==> src/rtl/vga_pkg.sv <==
// Shared types and constants for the vga_* overlay generators: the line table
// entry layout, colour/RGB widths and the line table size limit.
package vga_pkg;

  localparam int LINE_COORD_W = 10;
  localparam int LINE_DASH_W  = 4;
  localparam int COLOUR_W     = 5;
  localparam int RGB_W        = 8;
  localparam int MAX_LINES    = 16;

  typedef struct packed {
    logic                    en;
    logic [LINE_COORD_W-1:0] x0;
    logic [LINE_COORD_W-1:0] x1;
    logic [LINE_COORD_W-1:0] y;
    logic [COLOUR_W-1:0]     colour;
    logic [LINE_DASH_W-1:0]  on;
    logic [LINE_DASH_W-1:0]  off;
  } line_cfg_t;

  // Index width for a table of n entries, never narrower than one bit.
  function automatic int addr_w(int n);
    return (n > 1) ? $clog2(n) : 1;
  endfunction

endpackage

==> src/rtl/vga_colour.sv <==
// Palette lookup shared by the overlay generators. Index 0 is transparent
// (c_mask=0); every other index maps to a fixed opaque RGB colour.
module vga_colour
  import vga_pkg::*;
(
  input  logic [COLOUR_W-1:0] colour_idx,
  output logic [RGB_W-1:0]    r,
  output logic [RGB_W-1:0]    g,
  output logic [RGB_W-1:0]    b,
  output logic                c_mask
);

  always_comb begin
    c_mask = (colour_idx != '0);
    r      = {colour_idx, 3'b000};
    g      = {~colour_idx, 3'b111};
    b      = {colour_idx[2:0], colour_idx};
  end

endmodule

==> src/rtl/vga_hline_dash.sv <==
// Run-length dash generator for one line table entry: phase counter that
// restarts at x0 on the entry's row and advances only over the drawn span.
module vga_hline_dash
  import vga_pkg::*;
#(
  parameter int DASH_W = LINE_DASH_W
) (
  input  logic              clk,
  input  logic              rst,
  input  logic              pix_en,
  input  logic              frame_start,
  input  logic              at_x0,
  input  logic              in_span,
  input  logic [DASH_W-1:0] on,
  input  logic [DASH_W-1:0] off,
  output logic              dash_on
);

  localparam logic [DASH_W:0] ONE = {{DASH_W{1'b0}}, 1'b1};

  logic [DASH_W:0] phase_reg;
  logic [DASH_W:0] phase_used;
  logic [DASH_W:0] period_last;

  assign phase_used  = at_x0 ? '0 : phase_reg;
  // One extra bit keeps on+off exact for the largest run lengths.
  assign period_last = {1'b0, on} + {1'b0, off} - ONE;
  assign dash_on     = (off == '0) || (phase_used < {1'b0, on});

  always_ff @(posedge clk or posedge rst) begin
    if (rst) begin
      phase_reg <= '0;
    end else if (frame_start) begin
      phase_reg <= '0;
    end else if (pix_en && in_span) begin
      phase_reg <= (phase_used == period_last) ? '0 : phase_used + ONE;
    end
  end

endmodule

==> src/rtl/vga_hline_gen.sv <==
// Multi-entry horizontal line / graticule overlay with per-entry dash pattern,
// lowest-index priority and a two-stage registered pixel output.
// Define VGA_HLINE_SHADOW_EN for a shadow table loaded on frame_start.
module vga_hline_gen
  import vga_pkg::*;
#(
  parameter  int NUM_LINES = 4,
  parameter  int COORD_W   = LINE_COORD_W,
  parameter  int DASH_W    = LINE_DASH_W,
  localparam int AW        = addr_w(NUM_LINES)
) (
  input  logic               clk,
  input  logic               rst,
  input  logic               pix_en,
  input  logic [COORD_W-1:0] pix_x,
  input  logic [COORD_W-1:0] pix_y,
  input  logic               frame_start,
  input  logic               cfg_we,
  input  logic [AW-1:0]      cfg_addr,
  input  logic               cfg_en,
  input  logic [COORD_W-1:0] cfg_x0,
  input  logic [COORD_W-1:0] cfg_x1,
  input  logic [COORD_W-1:0] cfg_y,
  input  logic [4:0]         cfg_colour,
  input  logic [DASH_W-1:0]  cfg_on,
  input  logic [DASH_W-1:0]  cfg_off,
  output logic               out_valid,
  output logic [7:0]         out_r,
  output logic [7:0]         out_g,
  output logic [7:0]         out_b,
  output logic [AW-1:0]      out_line
);

  if (COORD_W != LINE_COORD_W || DASH_W != LINE_DASH_W ||
      NUM_LINES < 1 || NUM_LINES > MAX_LINES) begin : g_bad_param
    $error("vga_hline_gen: parameters do not match vga_pkg line_cfg_t");
  end

  line_cfg_t act_tbl [NUM_LINES];
  line_cfg_t wr_cfg;

  always_comb begin
    wr_cfg        = '0;
    wr_cfg.en     = cfg_en;
    wr_cfg.x0     = cfg_x0;
    wr_cfg.x1     = cfg_x1;
    wr_cfg.y      = cfg_y;
    wr_cfg.colour = cfg_colour;
    wr_cfg.on     = cfg_on;
    wr_cfg.off    = cfg_off;
  end

`ifdef VGA_HLINE_SHADOW_EN
  line_cfg_t shd_tbl [NUM_LINES];

  // A write landing on frame_start is forwarded straight into the copy.
  always_ff @(posedge clk or posedge rst) begin
    if (rst) begin
      for (int i = 0; i < NUM_LINES; i++) begin
        shd_tbl[i] <= '0;
        act_tbl[i] <= '0;
      end
    end else begin
      for (int i = 0; i < NUM_LINES; i++) begin
        if (cfg_we && cfg_addr == AW'(i)) shd_tbl[i] <= wr_cfg;
        if (frame_start)
          act_tbl[i] <= (cfg_we && cfg_addr == AW'(i)) ? wr_cfg : shd_tbl[i];
      end
    end
  end
`else
  always_ff @(posedge clk or posedge rst) begin
    if (rst) begin
      for (int i = 0; i < NUM_LINES; i++) act_tbl[i] <= '0;
    end else begin
      for (int i = 0; i < NUM_LINES; i++)
        if (cfg_we && cfg_addr == AW'(i)) act_tbl[i] <= wr_cfg;
    end
  end
`endif

  logic [NUM_LINES-1:0] hit;

  for (genvar g = 0; g < NUM_LINES; g++) begin : g_line
    logic row_hit;
    logic in_span;
    logic at_x0;
    logic dash_on;

    assign row_hit = (pix_y == act_tbl[g].y);
    assign in_span = row_hit && (pix_x >= act_tbl[g].x0) && (pix_x <= act_tbl[g].x1);
    assign at_x0   = row_hit && (pix_x == act_tbl[g].x0);

    vga_hline_dash #(.DASH_W(DASH_W)) u_dash (
      .clk         (clk),
      .rst         (rst),
      .pix_en      (pix_en),
      .frame_start (frame_start),
      .at_x0       (at_x0),
      .in_span     (in_span),
      .on          (act_tbl[g].on),
      .off         (act_tbl[g].off),
      .dash_on     (dash_on)
    );

    assign hit[g] = pix_en && act_tbl[g].en && in_span && dash_on;
  end

  logic [AW-1:0]       win_line;
  logic [COLOUR_W-1:0] win_colour;

  always_comb begin
    win_line   = '0;
    win_colour = '0;
    for (int i = NUM_LINES - 1; i >= 0; i--) begin
      if (hit[i]) begin
        win_line   = AW'(i);
        win_colour = act_tbl[i].colour;
      end
    end
  end

  logic                s1_valid;
  logic                s1_hit;
  logic [AW-1:0]       s1_line;
  logic [COLOUR_W-1:0] s1_colour;

  always_ff @(posedge clk or posedge rst) begin
    if (rst) begin
      s1_valid  <= 1'b0;
      s1_hit    <= 1'b0;
      s1_line   <= '0;
      s1_colour <= '0;
    end else begin
      s1_valid  <= pix_en;
      s1_hit    <= |hit;
      s1_line   <= win_line;
      s1_colour <= win_colour;
    end
  end

  logic [RGB_W-1:0] pal_r;
  logic [RGB_W-1:0] pal_g;
  logic [RGB_W-1:0] pal_b;
  logic             pal_mask;
  logic             draw;

  vga_colour u_colour (
    .colour_idx (s1_colour),
    .r          (pal_r),
    .g          (pal_g),
    .b          (pal_b),
    .c_mask     (pal_mask)
  );

  // A transparent winner blanks the pixel; lower entries are not consulted.
  assign draw = s1_valid && s1_hit && pal_mask;

  always_ff @(posedge clk or posedge rst) begin
    if (rst) begin
      out_valid <= 1'b0;
      out_r     <= '0;
      out_g     <= '0;
      out_b     <= '0;
      out_line  <= '0;
    end else begin
      out_valid <= draw;
      out_r     <= draw ? pal_r : '0;
      out_g     <= draw ? pal_g : '0;
      out_b     <= draw ? pal_b : '0;
      out_line  <= draw ? s1_line : '0;
    end
  end

endmodule

==> config.mk <==
export PLATFORM = sky130hd
export DESIGN_NAME = vga_hline_gen
export DESIGN_NICKNAME = d
export VERILOG_FILES = /design/src/rtl/vga_pkg.sv /design/src/rtl/vga_colour.sv /design/src/rtl/vga_hline_dash.sv /design/src/rtl/vga_hline_gen.sv
export SDC_FILE = /design/constraint.sdc
export NUM_CORES = 1
export LEC_CHECK = 0
export CAP_MARGIN = 20
export CORE_MARGIN = 2
export CORE_UTILIZATION = 39
export DETAILED_ROUTE_END_ITERATION = 10
export SYNTH_ARGS = -nofsm -noshare
export SYNTH_HDL_FRONTEND = slang
export SYNTH_SLANG_ARGS = --single-unit
==> constraint.sdc <==
create_clock -name clk -period 6.7 [get_ports clk]
set_clock_uncertainty 0.15 [all_clocks]
set_input_delay 0.67 -clock clk [delete_from_list [all_inputs] [get_ports clk]]
set_output_delay 0.67 -clock clk [all_outputs]
set_load 0.005 [all_outputs]
-- Word level (Yosys, flattened, before mapping)
Index checks and enable logic that the tools add are counted.
- bits in registers: 232
- input bits: 71
- bits in writable memories: 0
- bits in latches: 0
- output and inout bits: 27
- ROM bits: 0
- memories kept: 0
- equality and inequality tests: 15
- reductions and logical operators: 49
- muxes and demuxes: 28
- add/sub/neg operators: 12
- shifts and indexed selects: 0
- bitwise logic cells: 1
- multiply operators: 0
- magnitude comparators: 12
- div/mod/pow operators: 0
- operators by type and width (kind ; count):
    5-bit 2-to-1 mux ; 20
    10-bit equality test ; 8
    10-bit >= comparator ; 4
    10-bit less-or-equal comparator ; 4
    1-bit logical AND ; 34
    8-bit 2-to-1 mux ; 3
    4-bit by 4-bit adder with 5-bit output ; 4
    5-bit by 1-bit adder with 5-bit output (second input constant) ; 4
    5-bit equality test ; 4
    5-bit by 4-bit less-than comparator with 1-bit output ; 4
    5-bit by 1-bit subtractor with 5-bit output (second input constant) ; 4
    4-bit logical NOT ; 4
    2-bit 2-to-1 mux ; 5
    2-bit nonzero test ; 4
    5-bit NOT ; 1
    5-bit nonzero test ; 1
    2-bit equality test (second input constant) ; 2
    1-bit logical OR ; 4
    4-bit OR reduction ; 1
    2-bit by 1-bit equality test with 1-bit output (second input constant) ; 1
    2-bit logical NOT ; 1

-- Depth between registers and ports, before layout
- depth after elaboration: 10
- mapped depth: 15
- depth with buffers taken out: 14

-- By module
A second synthesis with hierarchy kept.
- cells, all modules: 1243
- area total of the unflattened synthesis: 13510.5 um^2
- by module, submodules not included (module ; cells an instance ; area each (um^2) ; times used ; seq. area each (um^2)):
    vga_hline_gen ; 859 ; 10423.7 ; 1 ; 5305.1
    vga_hline_dash ; 89 ; 726.9 ; 4 ; 125.1
    vga_colour ; 28 ; 178.9 ; 1 ; 0.0

-- Worst setup path before layout
OpenSTA, ideal clock, no wires.
- kind: input-to-reg
- start point: input pix_x[7]
- end point: register s1_colour[0]
- slack: 2.966 ns
- library setup time: 0.151 ns
- path buffers: 1
- arrival: 3.433 ns
- stages on the path: 14
- cells stage by stage: ha_1 > nand4_1 > nor3_1 > nand4_1 > clkbuf_1 > and2_1 > ha_1 > nor2b_1 > o211ai_1 > a21oi_1 > a211oi_1 > nand3_1 > nand4_1 > a311oi_1
- longest elaborated chain between the ends: 10
- RTL lines (element ; RTL line ; source):
    from (decl) ; vga_hline_gen.sv:15 ; input logic [COORD_W-1:0] pix_x,
    10-bit equality test ; vga_hline_gen.sv:92 ; assign at_x0 = row_hit && (pix_x == act_tbl[g].x0);
    1-bit logical AND ; vga_hline_gen.sv:92 ;
    5-bit 2-to-1 mux ; vga_hline_dash.sv:25 ; assign phase_used = at_x0 ? '0 : phase_reg;
    5-bit by 4-bit less-than comparator with 1-bit output ; vga_hline_dash.sv:28 ; assign dash_on = (off == '0) || (phase_used < {1'b0, on});
    1-bit logical OR ; vga_hline_dash.sv:28 ;
    1-bit logical AND ; vga_hline_gen.sv:106 ; assign hit[g] = pix_en && act_tbl[g].en && in_span && dash_on;
    5-bit 2-to-1 mux (3 in series) ; vga_hline_gen.sv:116 ; if (hit[i]) begin
    5-bit 2-to-1 mux (*) ; vga_hline_gen.sv:116 ;
    named net win_colour[0] ; vga_hline_gen.sv:110 ; logic [COLOUR_W-1:0] win_colour;
    to (signal assigned) ; vga_hline_gen.sv:138 ; s1_colour <= win_colour;
    to (decl) ; vga_hline_gen.sv:126 ; logic [COLOUR_W-1:0] s1_colour;
Mark *: on every way through the listed nets, which the timed path passes. The rest lies on a longest branch.
A chain may end at the register's enable or synchronous reset.

-- Worst setup path after layout
- start point: input pix_x[9]
- end point: register s1_colour[0]
Same word-level chain as after synthesis.

==> insert_results.sql <==
INSERT INTO impl_metrics (metric_group, metric, value, unit) VALUES
('place', 'hpwlAfterDp', '23100', 'um'),
('layout', 'num_antenna_cells', '0', ''),
('clocking', 'clkSinkCount', '218', ''),
('worst_hold_path', 'min_path_type', 'reg2reg', ''),
('yosys', 'count_of_flip_flops_with_a_built_in_enable_after_synthesis', '0', ''),
('routing', 'drt_first_iter_violations', '462', ''),
('yosys', 'synth.yosys.seq_area_share', '0.417', ''),
('clocking', 'tritoncts_clock_tree', 'built', ''),
('global_routing', 'antenna_found_initial', '0', ''),
('sta', 'final_min_period_over_clock_period', '0.765', ''),
('layout', 'finish.net_count', '1523', ''),
('clocking', 'clockBufferDepth', '3', ''),
('worst_hold_path', 'whs_path_depth', '1', ''),
('sta', 'number_of_max_slew_violations_in_the_final_report', '0', ''),
('setup_path', 'worst-setup-path-type', 'in2reg', ''),
('run_status', 'status', 'finished clean', ''),
('setup_path', 'critical_path_required', '6900', 'ps'),
('clocking', 'post_cts_buffers', '0', ''),
('power_and_ir_drop', 'netSwitchingFraction', '0.313', ''),
('global_routing', 'globalRoute.totalOverflow', '0', ''),
('floorplanning', 'die_w', '187', 'um'),
('setup_path', 'crit_chain', 'clkdlybuf4s50_1 -> ha_1 -> nand4_1 -> nor3_1 -> nand4_1 -> and2_1 -> ha_1 -> nor2b_1 -> o211ai_1 -> a21oi_1 -> a211oi_1 -> nand3_1 -> nand4_1 -> a311oi_1', ''),
('place', 'count_of_buffers_inserted_at_the_top_level_ports', '94', ''),
('yosys', 'synth_ff_type', 'dfrtp_1', ''),
('sta', 'setup_tns', '0', 'ps'),
('global_routing', 'largest_net_degree_at_the_start_of_global_routing', '179', ''),
('global_routing', 'global_route_wire_length_before_repair', '51200', 'um'),
('floorplanning', 'io-pin-count', '98', ''),
('global_routing', 'gr-usage-all-layers', '0.181', ''),
('clocking', 'worstSkewPairLatency', '520', 'ps'),
('routing', 'via_count', '9443', ''),
('setup_path', 'crit_path_end_kind', 'register', ''),
('sta', 'timing.final.setup_violations', '0', ''),
('floorplanning', 'floorplan.initialDensity', '0.393', ''),
('layout', 'final_util', '0.458', ''),
('power_and_ir_drop', 'power_report.internal_total', '2.92', 'mW'),
('setup_path', 'cp_slowest_stage_delay', '660', 'ps'),
('routing', 'detail_route.wirelength', '31300', 'um'),
('sta', 'layout_min_cycle_time', '5120', 'ps'),
('setup_path', 'critical_path_arrival', '5320', 'ps'),
('clocking', 'root_buffer', 'clkbuf_16', ''),
('floorplanning', 'die_h', '187', 'um'),
('routing', 'drt-wirelength-per-cell', '17.5', 'um'),
('setup_path', 'crit_path_start_kind', 'primary input', ''),
('routing', 'first_pass_drt_iterations', '5', ''),
('sta', 'final_hold_violation_count', '0', ''),
('routing', 'post-route-drc-count', '0', ''),
('layout', 'drive_above_1_share', '0.165', ''),
('place', 'place_congestion', '0.833', ''),
('clocking', 'clk_pin_slew_worst_paths', '60', 'ps'),
('routing', 'drt-vias-per-instance', '5.28', ''),
('clocking', 'h_tree_depth', '1', ''),
('floorplanning', 'die_area', '35000', 'sq um'),
('sta', 'relSlewSlack', '0.337', ''),
('layout', 'largest_register_ffs', '176', ''),
('layout', 'synthToLayoutAreaGrowth', '16.6', '%'),
('yosys', 'yosysWarningCount', '0', ''),
('routing', 'drtAntennaViolNets', '0', ''),
('sta', 'max_clock_freq', '195', 'MHz'),
('power_and_ir_drop', 'pwr_density_cell', '279', 'nW/um^2'),
('clocking', 'cts_hold_buf', '0', ''),
('sta', 'rsz0062_at_grt', 'no', ''),
('global_routing', 'via_count_of_the_first_global_routing_pass', '9578', ''),
('clocking', 'numCtsBuffers', '25', ''),
('yosys', 'syn_inst', '1240', ''),
('flow_run', 'timing.max_cap.violations', '0', ''),
('yosys', 'async_reset_ff_frac', '1.00', ''),
('clocking', 'cts_resized', '0', ''),
('power_and_ir_drop', 'power.clock.fraction', '0.322', ''),
('power_and_ir_drop', 'comb_power_share', '0.294', ''),
('floorplanning', 'coreArea', '33300', 'sq um');
## layout by cell type (no fill, tap or decap), types with 7 or more instances in the layout
cell,n
a211oi_1,16
a21o_1,16
a21oi_1,44
and2_1,14
and3_1,15
clkbuf_16,25
clkdlybuf4s50_1,94
dfrtp_1,218
ha_1,123
inv_1,158
mux2_2,150
nand2_1,72
nand2b_1,7
nand3_1,26
nand4_1,25
nor2_1,30
nor3_1,15
nor4_1,11
o211ai_1,12
o21ai_0,55
o22ai_1,7
xnor2_1,27
xor2_1,35
## worst max-delay path, delay by kind of cell
kind | cells | cell delay (ps)
and+or+nand+nor | 7 | 2240
AOI/OAI and AO/OA | 4 | 1010
buffers and inverters | 1 | 660
adders and majority gates | 2 | 730
## power groups by stage
stage	logic (mW)	clock network [mW]	registers, mW
global route	1.41	1.46	1.66
detailed placement	1.25	0	1.66
floorplan	0.934	0	1.62
finish	1.25	1.37	1.64
CTS	1.26	1.41	1.64
global placement	1.23	0	1.65
## Yosys cell counts, drive strengths merged, types with 4 or more instances
| cell | number | area (sq um) |
|---|---|---|
| and3 | 15 | 93.8 |
| clkbuf | 28 | 115 |
| o22ai | 7 | 43.8 |
| nor4 | 13 | 103 |
| mux2 | 150 | 1690 |
| nand2 | 72 | 270 |
| or2 | 5 | 31.3 |
| nand3 | 28 | 145 |
| inv | 159 | 597 |
| xnor2 | 27 | 236 |
| a31oi | 7 | 50.1 |
| fa | 4 | 80.1 |
| o31ai | 6 | 50.1 |
| and2 | 16 | 101 |
| a311oi | 6 | 52.6 |
| a211oi | 16 | 120 |
| o21ai | 56 | 284 |
| or3 | 5 | 31.3 |
| nor3 | 15 | 75.1 |
| nor2 | 30 | 113 |
| buf | 15 | 113 |
| nand3b | 4 | 30.0 |
| xor2 | 35 | 307 |
| a21o | 17 | 129 |
| nand4b | 4 | 50.1 |
| nor2b | 5 | 31.3 |
| ha | 123 | 1540 |
| dfrtp | 218 | 5460 |
| nand2b | 7 | 43.8 |
| a41oi | 5 | 43.8 |
| mux2i | 5 | 50.1 |
| nand4 | 25 | 156 |
| a21oi | 45 | 229 |
| o211ai | 12 | 90.1 |
## area by class of cell
type	instances	area, sq um
multi-input combinational	820	6790
clock inverter	11	114
tap	448	561
inverter	160	604
clock buffer	33	716
fill	3168	18000
sequential	218	5460
timing repair buffer	100	998
## layer usage
layer	routed length, um	up-vias	GRT usage
met5	0	-	0
met4	534	0	0.0375
met3	1140	41	0.0272
met2	15200	170	0.315
met1	14500	4686	0.239
li1	-	4546	-
## final timing paths
| check | startpoint | to | slack (ps) |
|---|---|---|---|
| max in group asynchronous | rst | g_line[1].u_dash.phase_reg[3] | 4460 |
| worst min register to register | s1_colour[1] | out_g[4] | 300 |
| worst max register to register | act_tbl[84] | s1_colour[0] | 2130 |
| min in group asynchronous | rst | act_tbl[2] | 530 |
| worst max-delay path | pix_x[9] | s1_colour[0] | 1580 |
| worst min-delay path | s1_colour[1] | out_g[4] | 300 |
## through the flow
stage	area [sq um]	power [mW]	hold WS [ps]	setup WS [ps]	instances
floorplan	13100	2.56	260	2970	1242
global placement	14400	2.88	282	1240	1746
detailed placement	14400	2.91	283	1110	1746
CTS	15200	4.30	297	1660	1790
global route	15200	4.54	318	1350	1790
finish	15200	4.26	296	1580	1790
## cell families after synthesis
kind of cell | share of synthesized area
other | 0.000287
AOI/OAI and AO/OA | 0.112
and+or+nand+nor | 0.105
adders and majority gates | 0.124
buffers and inverters | 0.0642
xor gates and xnor gates | 0.0450
DFF | 0.417
muxes | 0.133
(Power assumes the default switching activity.)
